$ cat config.mk
export PLATFORM = sky130hd
export DESIGN_NAME = regfile_wb_sched
export DESIGN_NICKNAME = d
export VERILOG_FILES = /design/src/rtl/regfile_wb_sched.sv
export SDC_FILE = /design/constraint.sdc
export NUM_CORES = 1
export LEC_CHECK = 0
export BUFFER_PORTS_ARGS = -buffer_cell sky130_fd_sc_hd__buf_2
export CAP_MARGIN = 20
export CORE_MARGIN = 3
export CORE_UTILIZATION = 49
export CTS_CLUSTER_DIAMETER = 60
export DETAILED_ROUTE_END_ITERATION = 10
export PLACE_DENSITY = 0.83
export SLEW_MARGIN = 20
export SYNTH_ARGS = -nofsm -noshare
export SYNTH_HDL_FRONTEND = slang
export SYNTH_SLANG_ARGS = --single-unit
$ cat constraint.sdc
create_clock -name clk_i -period 2.3 [get_ports clk_i]
set_clock_uncertainty 0.05 [all_clocks]
set_input_delay 0 -clock clk_i [delete_from_list [all_inputs] [get_ports clk_i]]
set_output_delay 0 -clock clk_i [all_outputs]
set_load 0.005 [all_outputs]
$ cat src/rtl/regfile_wb_sched.sv
// Write-port scheduler for a single-write-port Y86 register file.
// Serialises writeback E/M writes and debug writes onto one registered port.
module regfile_wb_sched #(
  parameter int DATA_W = 64,
  parameter int ADDR_W = 4,
  parameter int CNT_W  = 16
) (
  input  logic              clk_i,
  input  logic              rst_n_i,
  input  logic              wb_valid_i,
  output logic              wb_ready_o,
  input  logic [3:0]        icode_i,
  input  logic              cnd_i,
  input  logic [ADDR_W-1:0] dstE_i,
  input  logic [ADDR_W-1:0] dstM_i,
  input  logic [DATA_W-1:0] valE_i,
  input  logic [DATA_W-1:0] valM_i,
  input  logic              dbg_req_i,
  input  logic [ADDR_W-1:0] dbg_addr_i,
  input  logic [DATA_W-1:0] dbg_data_i,
  output logic              dbg_gnt_o,
  output logic              rf_we_o,
  output logic [ADDR_W-1:0] rf_waddr_o,
  output logic [DATA_W-1:0] rf_wdata_o,
  output logic              busy_o,
  output logic              done_o,
  output logic [CNT_W-1:0]  retired_o
);

  localparam logic [ADDR_W-1:0] NO_REG   = '1;
  localparam logic [3:0]        IC_RRMOV = 4'h2;

  typedef enum logic [1:0] {IDLE, WR_E, WR_M, WR_DBG} state_t;

  state_t              state_q, state_d;
  logic                last_wb_q, last_wb_d;   // 1: last grant went to writeback
  logic                need_m_q, need_m_d;
  logic [ADDR_W-1:0]   m_addr_q, m_addr_d;
  logic [DATA_W-1:0]   m_data_q, m_data_d;
  logic                we_d;
  logic [ADDR_W-1:0]   waddr_d;
  logic [DATA_W-1:0]   wdata_d;
  logic                done_d;
  logic [CNT_W-1:0]    retired_d;

  logic need_e_raw, need_m_raw, need_e;

  assign need_e_raw = (dstE_i != NO_REG) && ((icode_i != IC_RRMOV) || cnd_i);
  assign need_m_raw = (dstM_i != NO_REG);
  // Same destination on both ports: the memory value wins (popq %rsp).
  assign need_e     = need_e_raw && !(need_m_raw && (dstE_i == dstM_i));

  assign wb_ready_o = (state_q == IDLE) && !(dbg_req_i && last_wb_q);
  assign dbg_gnt_o  = (state_q == IDLE) && dbg_req_i && !(wb_valid_i && !last_wb_q);
  assign busy_o     = (state_q != IDLE);

  always_comb begin
    state_d   = state_q;
    last_wb_d = last_wb_q;
    need_m_d  = need_m_q;
    m_addr_d  = m_addr_q;
    m_data_d  = m_data_q;
    we_d      = 1'b0;
    waddr_d   = NO_REG;
    wdata_d   = '0;
    done_d    = 1'b0;
    retired_d = retired_o;

    unique case (state_q)
      IDLE: begin
        if (wb_valid_i && wb_ready_o) begin
          last_wb_d = 1'b1;
          need_m_d  = need_m_raw;
          m_addr_d  = dstM_i;
          m_data_d  = valM_i;
          if (need_e) begin
            state_d = WR_E;
            we_d    = 1'b1;
            waddr_d = dstE_i;
            wdata_d = valE_i;
            done_d  = !need_m_raw;
          end else if (need_m_raw) begin
            state_d = WR_M;
            we_d    = 1'b1;
            waddr_d = dstM_i;
            wdata_d = valM_i;
            done_d  = 1'b1;
          end else begin
            done_d  = 1'b1;
          end
        end else if (dbg_gnt_o) begin
          last_wb_d = 1'b0;
          state_d   = WR_DBG;
          we_d      = (dbg_addr_i != NO_REG);
          waddr_d   = dbg_addr_i;
          wdata_d   = dbg_data_i;
        end
      end
      WR_E: begin
        if (need_m_q) begin
          state_d = WR_M;
          we_d    = 1'b1;
          waddr_d = m_addr_q;
          wdata_d = m_data_q;
          done_d  = 1'b1;
        end else begin
          state_d = IDLE;
        end
      end
      WR_M:    state_d = IDLE;
      WR_DBG:  state_d = IDLE;
      default: state_d = IDLE;
    endcase

    if (done_d) retired_d = retired_o + CNT_W'(1);
  end

  always_ff @(posedge clk_i or negedge rst_n_i) begin
    if (!rst_n_i) begin
      state_q    <= IDLE;
      last_wb_q  <= 1'b0;
      need_m_q   <= 1'b0;
      m_addr_q   <= NO_REG;
      m_data_q   <= '0;
      rf_we_o    <= 1'b0;
      rf_waddr_o <= NO_REG;
      rf_wdata_o <= '0;
      done_o     <= 1'b0;
      retired_o  <= '0;
    end else begin
      state_q    <= state_d;
      last_wb_q  <= last_wb_d;
      need_m_q   <= need_m_d;
      m_addr_q   <= m_addr_d;
      m_data_q   <= m_data_d;
      rf_we_o    <= we_d;
      rf_waddr_o <= waddr_d;
      rf_wdata_o <= wdata_d;
      done_o     <= done_d;
      retired_o  <= retired_d;
    end
  end

endmodule

==> load_flow_metrics.sql, run 1 <==
INSERT INTO impl_metrics (metric_group, metric, value, unit) VALUES
('status', 'run_status', 'complete, no violations', ''),
('worst_setup_path', 'timing.critical_path.max_delay_family', 'compound AO/OA/AOI/OAI gates', ''),
('worst_setup_path', 'path_buf_inv', '1', ''),
('power', 'report.power.total', '12200', 'uW'),
('yosys', 'post_synth_edffs', '0', ''),
('hold_path', 'worst_hold_startpoint', 'wb_valid_i', ''),
('global_route', 'grt_antenna_before_repair', '5', ''),
('floorplanning', 'fp.dieW', '129', 'um'),
('worst_setup_path', 'cpMaxStageDelayCell', 'sky130_fd_sc_hd__buf_4', ''),
('power', 'power.leakage', '0.00578', 'uW'),
('yosys', 'ys_async_sr_fraction', '100', '%'),
('finish', 'layout_commonest_cell', 'sky130_fd_sc_hd__buf_2', ''),
('clock_tree', 'cts.htree.levels', '4', ''),
('detailed_routing', 'routed_wire_length_per_instance', '20.4', 'um'),
('yosys', 'avgSynthCellArea', '8.63', 'sq um'),
('yosys', 'synth.lib_cells_used.distinct', '37', ''),
('detailed_routing', 'dr.pass1.iters', '6', ''),
('power', 'cellPowerDensity', '1030', 'mW/mm^2'),
('clock_tree', 'insertion_delay', '0.42', 'ns'),
('detailed_routing', 'post_detailed_route_drc_marker_count', '0', ''),
('worst_setup_path', 'r2r-start', 'last_wb_q', ''),
('sta', 'timing.final.max_slew_violations', '0', ''),
('worst_setup_path', 'reg2reg_setup_slack', '0.09', 'ns'),
('worst_setup_path', 'critical_path.max_fanout', '41', ''),
('worst_setup_path', 'worst_r2r_endpoint', 'rf_wdata_o[30]', ''),
('floorplanning', 'die_area', '0.0165', 'sq mm'),
('worst_setup_path', 'timing.setup.critical_path_class', 'reg -> reg', ''),
('yosys', 'syn-num-nets', '1067', ''),
('worst_setup_path', 'timing.reg2reg.worst_path_depth', '6', ''),
('detailed_routing', 'via_density', '5.93', ''),
('worst_setup_path', 'cp_num_cells', '6', ''),
('clock_tree', 'cts_num_sinks', '158', ''),
('worst_setup_path', 'crit_path_start_kind', 'flop', ''),
('clock_tree', 'tritoncts', 'built', ''),
('placement', 'io_buffer_count', '301', ''),
('hold_path', 'hold_depth', '3', ''),
('detailed_routing', 'routed-via-count', '9171', ''),
('floorplanning', 'ios', '302', ''),
('power', 'vdd_ir_max', '0.000547', 'V'),
('global_route', 'sum_of_overflow_across_all_layers_after_global_routing', '0', ''),
('finish', 'mostFrequentLayoutCells', 'sky130_fd_sc_hd__buf_2 (300), sky130_fd_sc_hd__nand2_1 (274), sky130_fd_sc_hd__dlygate4sd3_1 (206)', ''),
('yosys', 'synth_sequential_area_ratio', '53.8', '%'),
('run', 'drv.max_cap_violation_count', '0', ''),
('sta', 'finalCritPeriodShare', '96.1', '%'),
('worst_setup_path', 'cp-end-kind', 'flop', ''),
('global_route', 'grt_pass1_wl', '48500', 'um'),
('sta', 'final_sum_of_negative_setup_slack', '0', 'ns'),
('yosys', 'yosys_register_bits', '158', ''),
('finish', 'area_growth_syn_to_layout', '60.4', '%'),
('global_route', 'grt_pass1_vias', '9236', ''),
('sta', 'setup_repair_after_global_routing_missed_its_margin', 'no', ''),
('placement', 'place.detailed.hpwl', '15500', 'um'),
('floorplanning', 'die_h', '129', 'um'),
('sta', 'worst-slew-pin-transition', '0.670', 'ns'),
('hold_path', 'holdCritPathClass', 'in -> reg', ''),
('clock_tree', 'cts.reportedPaths.clkPinSlew', '0.06', 'ns'),
('yosys', 'synthesis.area', '0.00736', 'sq mm'),
('sta', 'fin_crit', '2.21', 'ns'),
('worst_setup_path', 'crit_chain', 'a211oi_4 -> and4_1 -> a22oi_4 -> buf_4 -> a21oi_1 -> o31ai_1', ''),
('finish', 'layout-drive-gt1-share', '27.9', '%'),
('detailed_routing', 'routed_wirelength', '31500', 'um'),
('placement', 'weighted_congestion_at_the_end_of_routability_driven_global_placement', '0.827', ''),
('detailed_routing', 'final_antenna_net_count', '0', ''),
('worst_setup_path', 'crit_path_start', 'last_wb_q', ''),
('finish', 'final_net_count', '1557', ''),
('hold_path', 'min_delay_worst_endpoint', 'state_q[1]', ''),
('worst_setup_path', 'worstPathRequired', '2.55', 'ns'),
('sta', 'setup_viol_count_final', '0', ''),
('floorplanning', 'placement_rows', '44', ''),
('yosys', 'synth_top_flop_cell', 'sky130_fd_sc_hd__dfrtp_1', ''),
('clock_tree', 'max-clock-path-buffers', '2', '');
[how the worst max path moves through the flow]
stage	endpoint	slack (ns)
floorplan	retired_o[1]	0.32
global placement	rf_wdata_o[51]	0.14
detailed placement	rf_wdata_o[28]	0.04
CTS	rf_wdata_o[51]	0.04
global route	retired_o[8]	0.008
finish	rf_wdata_o[30]	0.09
[stage by stage]
| stage | instance area (sq um) | worst slack (ns) | hold slack [ns] | instances | utilization, % |
|---|---|---|---|---|---|
| after global placement | 9030 | 0.137 | -0.0364 | 1296 | 61.9 |
| after CTS | 11700 | 0.0352 | 0.00148 | 1533 | 80.4 |
| after detailed placement | 9030 | 0.0386 | -0.0383 | 1296 | 61.9 |
| after floorplan | 7360 | 0.322 | -0.346 | 853 | - |
| final | 11800 | 0.0901 | 0.0224 | 1546 | 80.9 |
| after global routing | 11800 | 0.00818 | 0.0407 | 1543 | 80.9 |
[routing by layer]
layer | up-vias | track usage [%] | wire length, um
li1 | 3869 | - | -
met1 | 4234 | 43.0 | 10700
met2 | 835 | 61.6 | 15200
met3 | 231 | 10.5 | 3200
met4 | 2 | 24.3 | 2370
met5 | - | 0 | 13
[tightest hold or removal path, cell delays in order]
cell                     delay, ns
sky130_fd_sc_hd__buf_2        0.15
sky130_fd_sc_hd__nor3_1       0.08
sky130_fd_sc_hd__nor3_1       0.19
[layout make-up]
type,instances,area (sq um)
diodes,7,17.5
clock buffers,20,447
clock inverters,11,190
fillers,782,2780
inverters,5,18.8
multi-input cells,628,3130
flip-flops and latches,158,3960
well taps,184,230
repair buffers,533,3810
[sequential cells by signal, indices dropped and copies added, names as in the netlist]
signal,cells
done_o,1
last_wb_q,1
m_addr_q,4
m_data_q,64
need_m_q,1
retired_o,16
rf_waddr_o,4
rf_wdata_o,64
rf_we_o,1
state_q,2
[Yosys cell counts, drive strengths merged, types with 5 or more instances]
| master | n | area (sq um) |
|---|---|---|
| a21oi | 131 | 656 |
| xor2 | 10 | 87.6 |
| nand2 | 275 | 1030 |
| nand4 | 6 | 37.5 |
| o31ai | 64 | 480 |
| clkbuf | 36 | 135 |
| dfstp | 8 | 210 |
| xnor2 | 9 | 78.8 |
| nor3 | 7 | 35.0 |
| buf | 26 | 136 |
| inv | 5 | 18.8 |
| dfrtp | 150 | 3750 |
| a211oi | 7 | 65.1 |
| nand3 | 9 | 45.0 |
| nor2 | 79 | 297 |
[logic make-up (layout without fill, tap and decap cells)]
group                    after synthesis  after routing  share of synthesized area (%)
AND/OR/NAND/NOR                      384            384                           20.4
AO/OA/AOI/OAI                        223            223                           19.3
flip-flops                           158            158                           53.8
buffers and inverters                 67            569                           3.94
XOR/XNOR                              19             19                           2.26
adder cells (fa/ha/maj)                1              1                          0.170
multiplexers                           1              1                          0.153
other                                  0              7                              0
[power by group]
group | internal [uW] | switching [uW] | leakage [uW]
combinational | 1800 | 2690 | 0.00354
clock | 1950 | 1150 | 0.000298
sequential | 3960 | 616 | 0.00195
total | 7700 | 4450 | 0.00578
[what timing repair did]
item	in CTS	in global routing
setup buffers	0	6
hold endpoints to repair	202	0
gates resized for setup	0	3
hold buffers	206	0
endpoints found under the setup margin	0	46
Power figures use the tool's default switching activity.
==> inputs of run 2 (changes only) <==
--- a/config.mk
+++ b/config.mk
@@ -11,7 +11,7 @@
 export CORE_UTILIZATION = 49
 export CTS_CLUSTER_DIAMETER = 60
 export DETAILED_ROUTE_END_ITERATION = 10
-export PLACE_DENSITY = 0.83
+export PLACE_DENSITY = 0.78
 export SLEW_MARGIN = 20
 export SYNTH_ARGS = -nofsm -noshare
 export SYNTH_HDL_FRONTEND = slang
==> load_flow_metrics.sql, run 2 (synthesized netlist as in run 1, its figures left out) <==
INSERT INTO impl_metrics (metric_group, metric, value, unit) VALUES
('status', 'run_status', 'complete, no violations', ''),
('sta', 'setup_repair_after_global_routing_missed_its_margin', 'no', ''),
('clock_tree', 'root_buffer_selected_by_cts', 'sky130_fd_sc_hd__clkbuf_16', ''),
('floorplanning', 'die_h', '129', 'um'),
('power', 'vdd_ir_max', '0.000563', 'V'),
('finish', 'layout-drive-gt1-share', '27.4', '%'),
('worst_setup_path', 'crit_path_max_incr_delay', '0.41', 'ns'),
('sta', 'hold_violations', '0', ''),
('worst_setup_path', 'worstPathRequired', '2.54', 'ns'),
('placement', 'dpl_worst_slack', '0.208', 'ns'),
('finish', 'post_route_standard_cell_area_excluding_fillers', '0.0118', 'sq mm'),
('worst_setup_path', 'timing.reg2reg.worst_path_depth', '7', ''),
('worst_setup_path', 'crit_path_start_kind', 'flop', ''),
('finish', 'final_net_count', '1554', ''),
('floorplanning', 'fp.dieW', '129', 'um'),
('floorplanning', 'placement_rows', '44', ''),
('sta', 'max_freq', '0.452', 'GHz'),
('clock_tree', 'cts_num_sinks', '158', ''),
('worst_setup_path', 'critical_path.endpoint', 'rf_wdata_o[38]', ''),
('detailed_routing', 'dr.pass1.iters', '7', ''),
('detailed_routing', 'routed_wirelength', '30700', 'um'),
('floorplanning', 'core_region_area', '0.0146', 'sq mm'),
('detailed_routing', 'routed-via-count', '8986', ''),
('clock_tree', 'cts.htree.levels', '4', ''),
('sta', 'finalCritPeriodShare', '96.1', '%'),
('sta', 'final_sum_of_negative_setup_slack', '0', 'ns'),
('placement', 'weighted_congestion_at_the_end_of_routability_driven_global_placement', '0.852', ''),
('hold_path', 'holdCritPathClass', 'in -> reg', ''),
('worst_setup_path', 'r2r-start', 'state_q[1]', ''),
('global_route', 'sum_of_overflow_across_all_layers_after_global_routing', '0', ''),
('sta', 'worst-slew-pin-transition', '0.609', 'ns'),
('detailed_routing', 'routed_wire_length_per_instance', '19.9', 'um'),
('detailed_routing', 'via_density', '5.83', ''),
('run', 'drv.max_cap_violation_count', '0', ''),
('worst_setup_path', 'timing.critical_path.max_delay_family', 'buffers and inverters', ''),
('placement', 'dp.cells', '1297', ''),
('worst_setup_path', 'path_buf_inv', '3', ''),
('floorplanning', 'floorplan.initialDensity', '50.5', '%'),
('worst_setup_path', 'cp-end-kind', 'flop', ''),
('detailed_routing', 'post_detailed_route_drc_marker_count', '0', ''),
('finish', 'area_growth_syn_to_layout', '59.9', '%'),
('clock_tree', 'max-clock-path-buffers', '2', ''),
('placement', 'place.detailed.hpwl', '15100', 'um'),
('detailed_routing', 'final_antenna_net_count', '0', ''),
('clock_tree', 'insertion_delay', '0.41', 'ns'),
('power', 'cellPowerDensity', '1010', 'mW/mm^2'),
('worst_setup_path', 'worst_r2r_endpoint', 'rf_wdata_o[38]', ''),
('worst_setup_path', 'crit_path_start', 'state_q[1]', ''),
('clock_tree', 'tritoncts', 'built', ''),
('placement', 'post_dp_cell_area', '0.00907', 'sq mm'),
('finish', 'layout_commonest_cell', 'sky130_fd_sc_hd__buf_2', ''),
('sta', 'worst_slew_margin_rel', '59.4', '%'),
('worst_setup_path', 'critical_path.max_fanout', '31', ''),
('sta', 'fin_crit', '2.21', 'ns'),
('sta', 'setup_viol_count_final', '0', ''),
('power', 'power.leakage', '0.00577', 'uW'),
('worst_setup_path', 'reg2reg_setup_slack', '0.09', 'ns'),
('detailed_routing', 'detailedRoute.firstIterationViolations', '1048', ''),
('finish', 'layout_top_registers', 'm_data_q: 64 flops, rf_wdata_o: 64 flops, retired_o: 16 flops', ''),
('floorplanning', 'die_area', '0.0165', 'sq mm'),
('global_route', 'grt_max_degree', '122', ''),
('placement', 'io_buffer_count', '301', ''),
('global_route', 'global_route_usage_over_all_layers', '37.2', '%'),
('worst_setup_path', 'worst-endpoint-arrival', '2.45', 'ns'),
('power', 'report.power.total', '11900', 'uW'),
('worst_setup_path', 'cpMaxStageDelayCell', 'sky130_fd_sc_hd__dfrtp_1', ''),
('worst_setup_path', 'cp_num_cells', '7', ''),
('clock_tree', 'tritoncts.num_buffers', '17', ''),
('global_route', 'grt_pass1_wl', '48100', 'um'),
('finish', 'layout.cells.non_filler', '1541', ''),
('sta', 'timing.final.max_slew_violations', '0', ''),
('worst_setup_path', 'crit_chain', 'buf_4 -> nor2_1 -> nand3_1 -> inv_4 -> buf_12 -> a21oi_1 -> o31ai_1', ''),
('floorplanning', 'ios', '302', ''),
('global_route', 'grt_pass1_vias', '9431', ''),
('sta', 'final.setup.worst_slack', '0.0895', 'ns'),
('finish', 'mostFrequentLayoutCells', 'sky130_fd_sc_hd__buf_2 (300), sky130_fd_sc_hd__nand2_1 (274), sky130_fd_sc_hd__dlygate4sd3_1 (208)', ''),
('worst_setup_path', 'timing.setup.critical_path_class', 'reg -> reg', ''),
('clock_tree', 'cts.reportedPaths.clkPinSlew', '0.06', 'ns'),
('global_route', 'grt_antenna_before_repair', '2', '');
[run 2: area by class of cell]
type,instances,area (sq um)
Clock inverter,4,72.6
Inverter,5,21.3
Multi-Input combinational cell,628,3120
Sequential cell,158,3960
Tap cell,184,230
Fill cell,785,2810
Clock buffer,28,537
Timing Repair Buffer,530,3820
Antenna cell,4,10.0
[run 2: how the worst min path moves through the flow]
stage | startpoint | depth (start not counted) | endpoint | slack [ns]
3_5_place_dp | rst_n_i | 1 | m_data_q[58] | -0.04
5_1_grt | rst_n_i | 2 | state_q[1] | 0.13
4_1_cts | icode_i[2] | 4 | rf_we_o | 0.06
6_report | icode_i[2] | 4 | rf_we_o | 0.08
3_3_place_gp | rst_n_i | 1 | m_data_q[33] | -0.04
2_1_floorplan | rst_n_i | 0 | done_o | -0.35
[run 2: what timing repair did]
action / CTS / global route
gates resized for setup: 0 / 2
hold buffers: 208 / 0
buffers inserted: 0 / 0
setup endpoints to repair: 0 / 7
endpoints found under the hold margin: 195 / 0
[run 2: report_power, final]
group | internal, uW | total, uW | switching [uW]
clock | 1800 | 2890 | 1080
sequential | 3960 | 4570 | 605
combinational | 1820 | 4480 | 2660
[run 2: worst register-to-register path: cells and delay by family (launching register included)]
kind / cells / cell delay (ns)
buf+inv: 3 / 0.60
compound gates: 2 / 0.55
simple gates: 2 / 0.48
flops: 1 / 0.41
[run 2: layer usage]
metal  global-route usage [%]  share of wire, %  up-vias  wire (um)
met1                     43.3                34     4101      10600
met4                     24.0               7.1        0       2170
met5                        0                 0        -          0
met2                     60.6                48      795      14800
li1                         -                 -     3853          -
met3                     10.3                10      237       3190
[run 2: metrics by stage]
stage	utilization, %	hold WS [ns]
after floorplan	-	-0.346
after global routing	80.7	0.131
after CTS	80.6	0.0591
final	80.7	0.0809
after detailed placement	62.2	-0.0412
after global placement	62.2	-0.0392
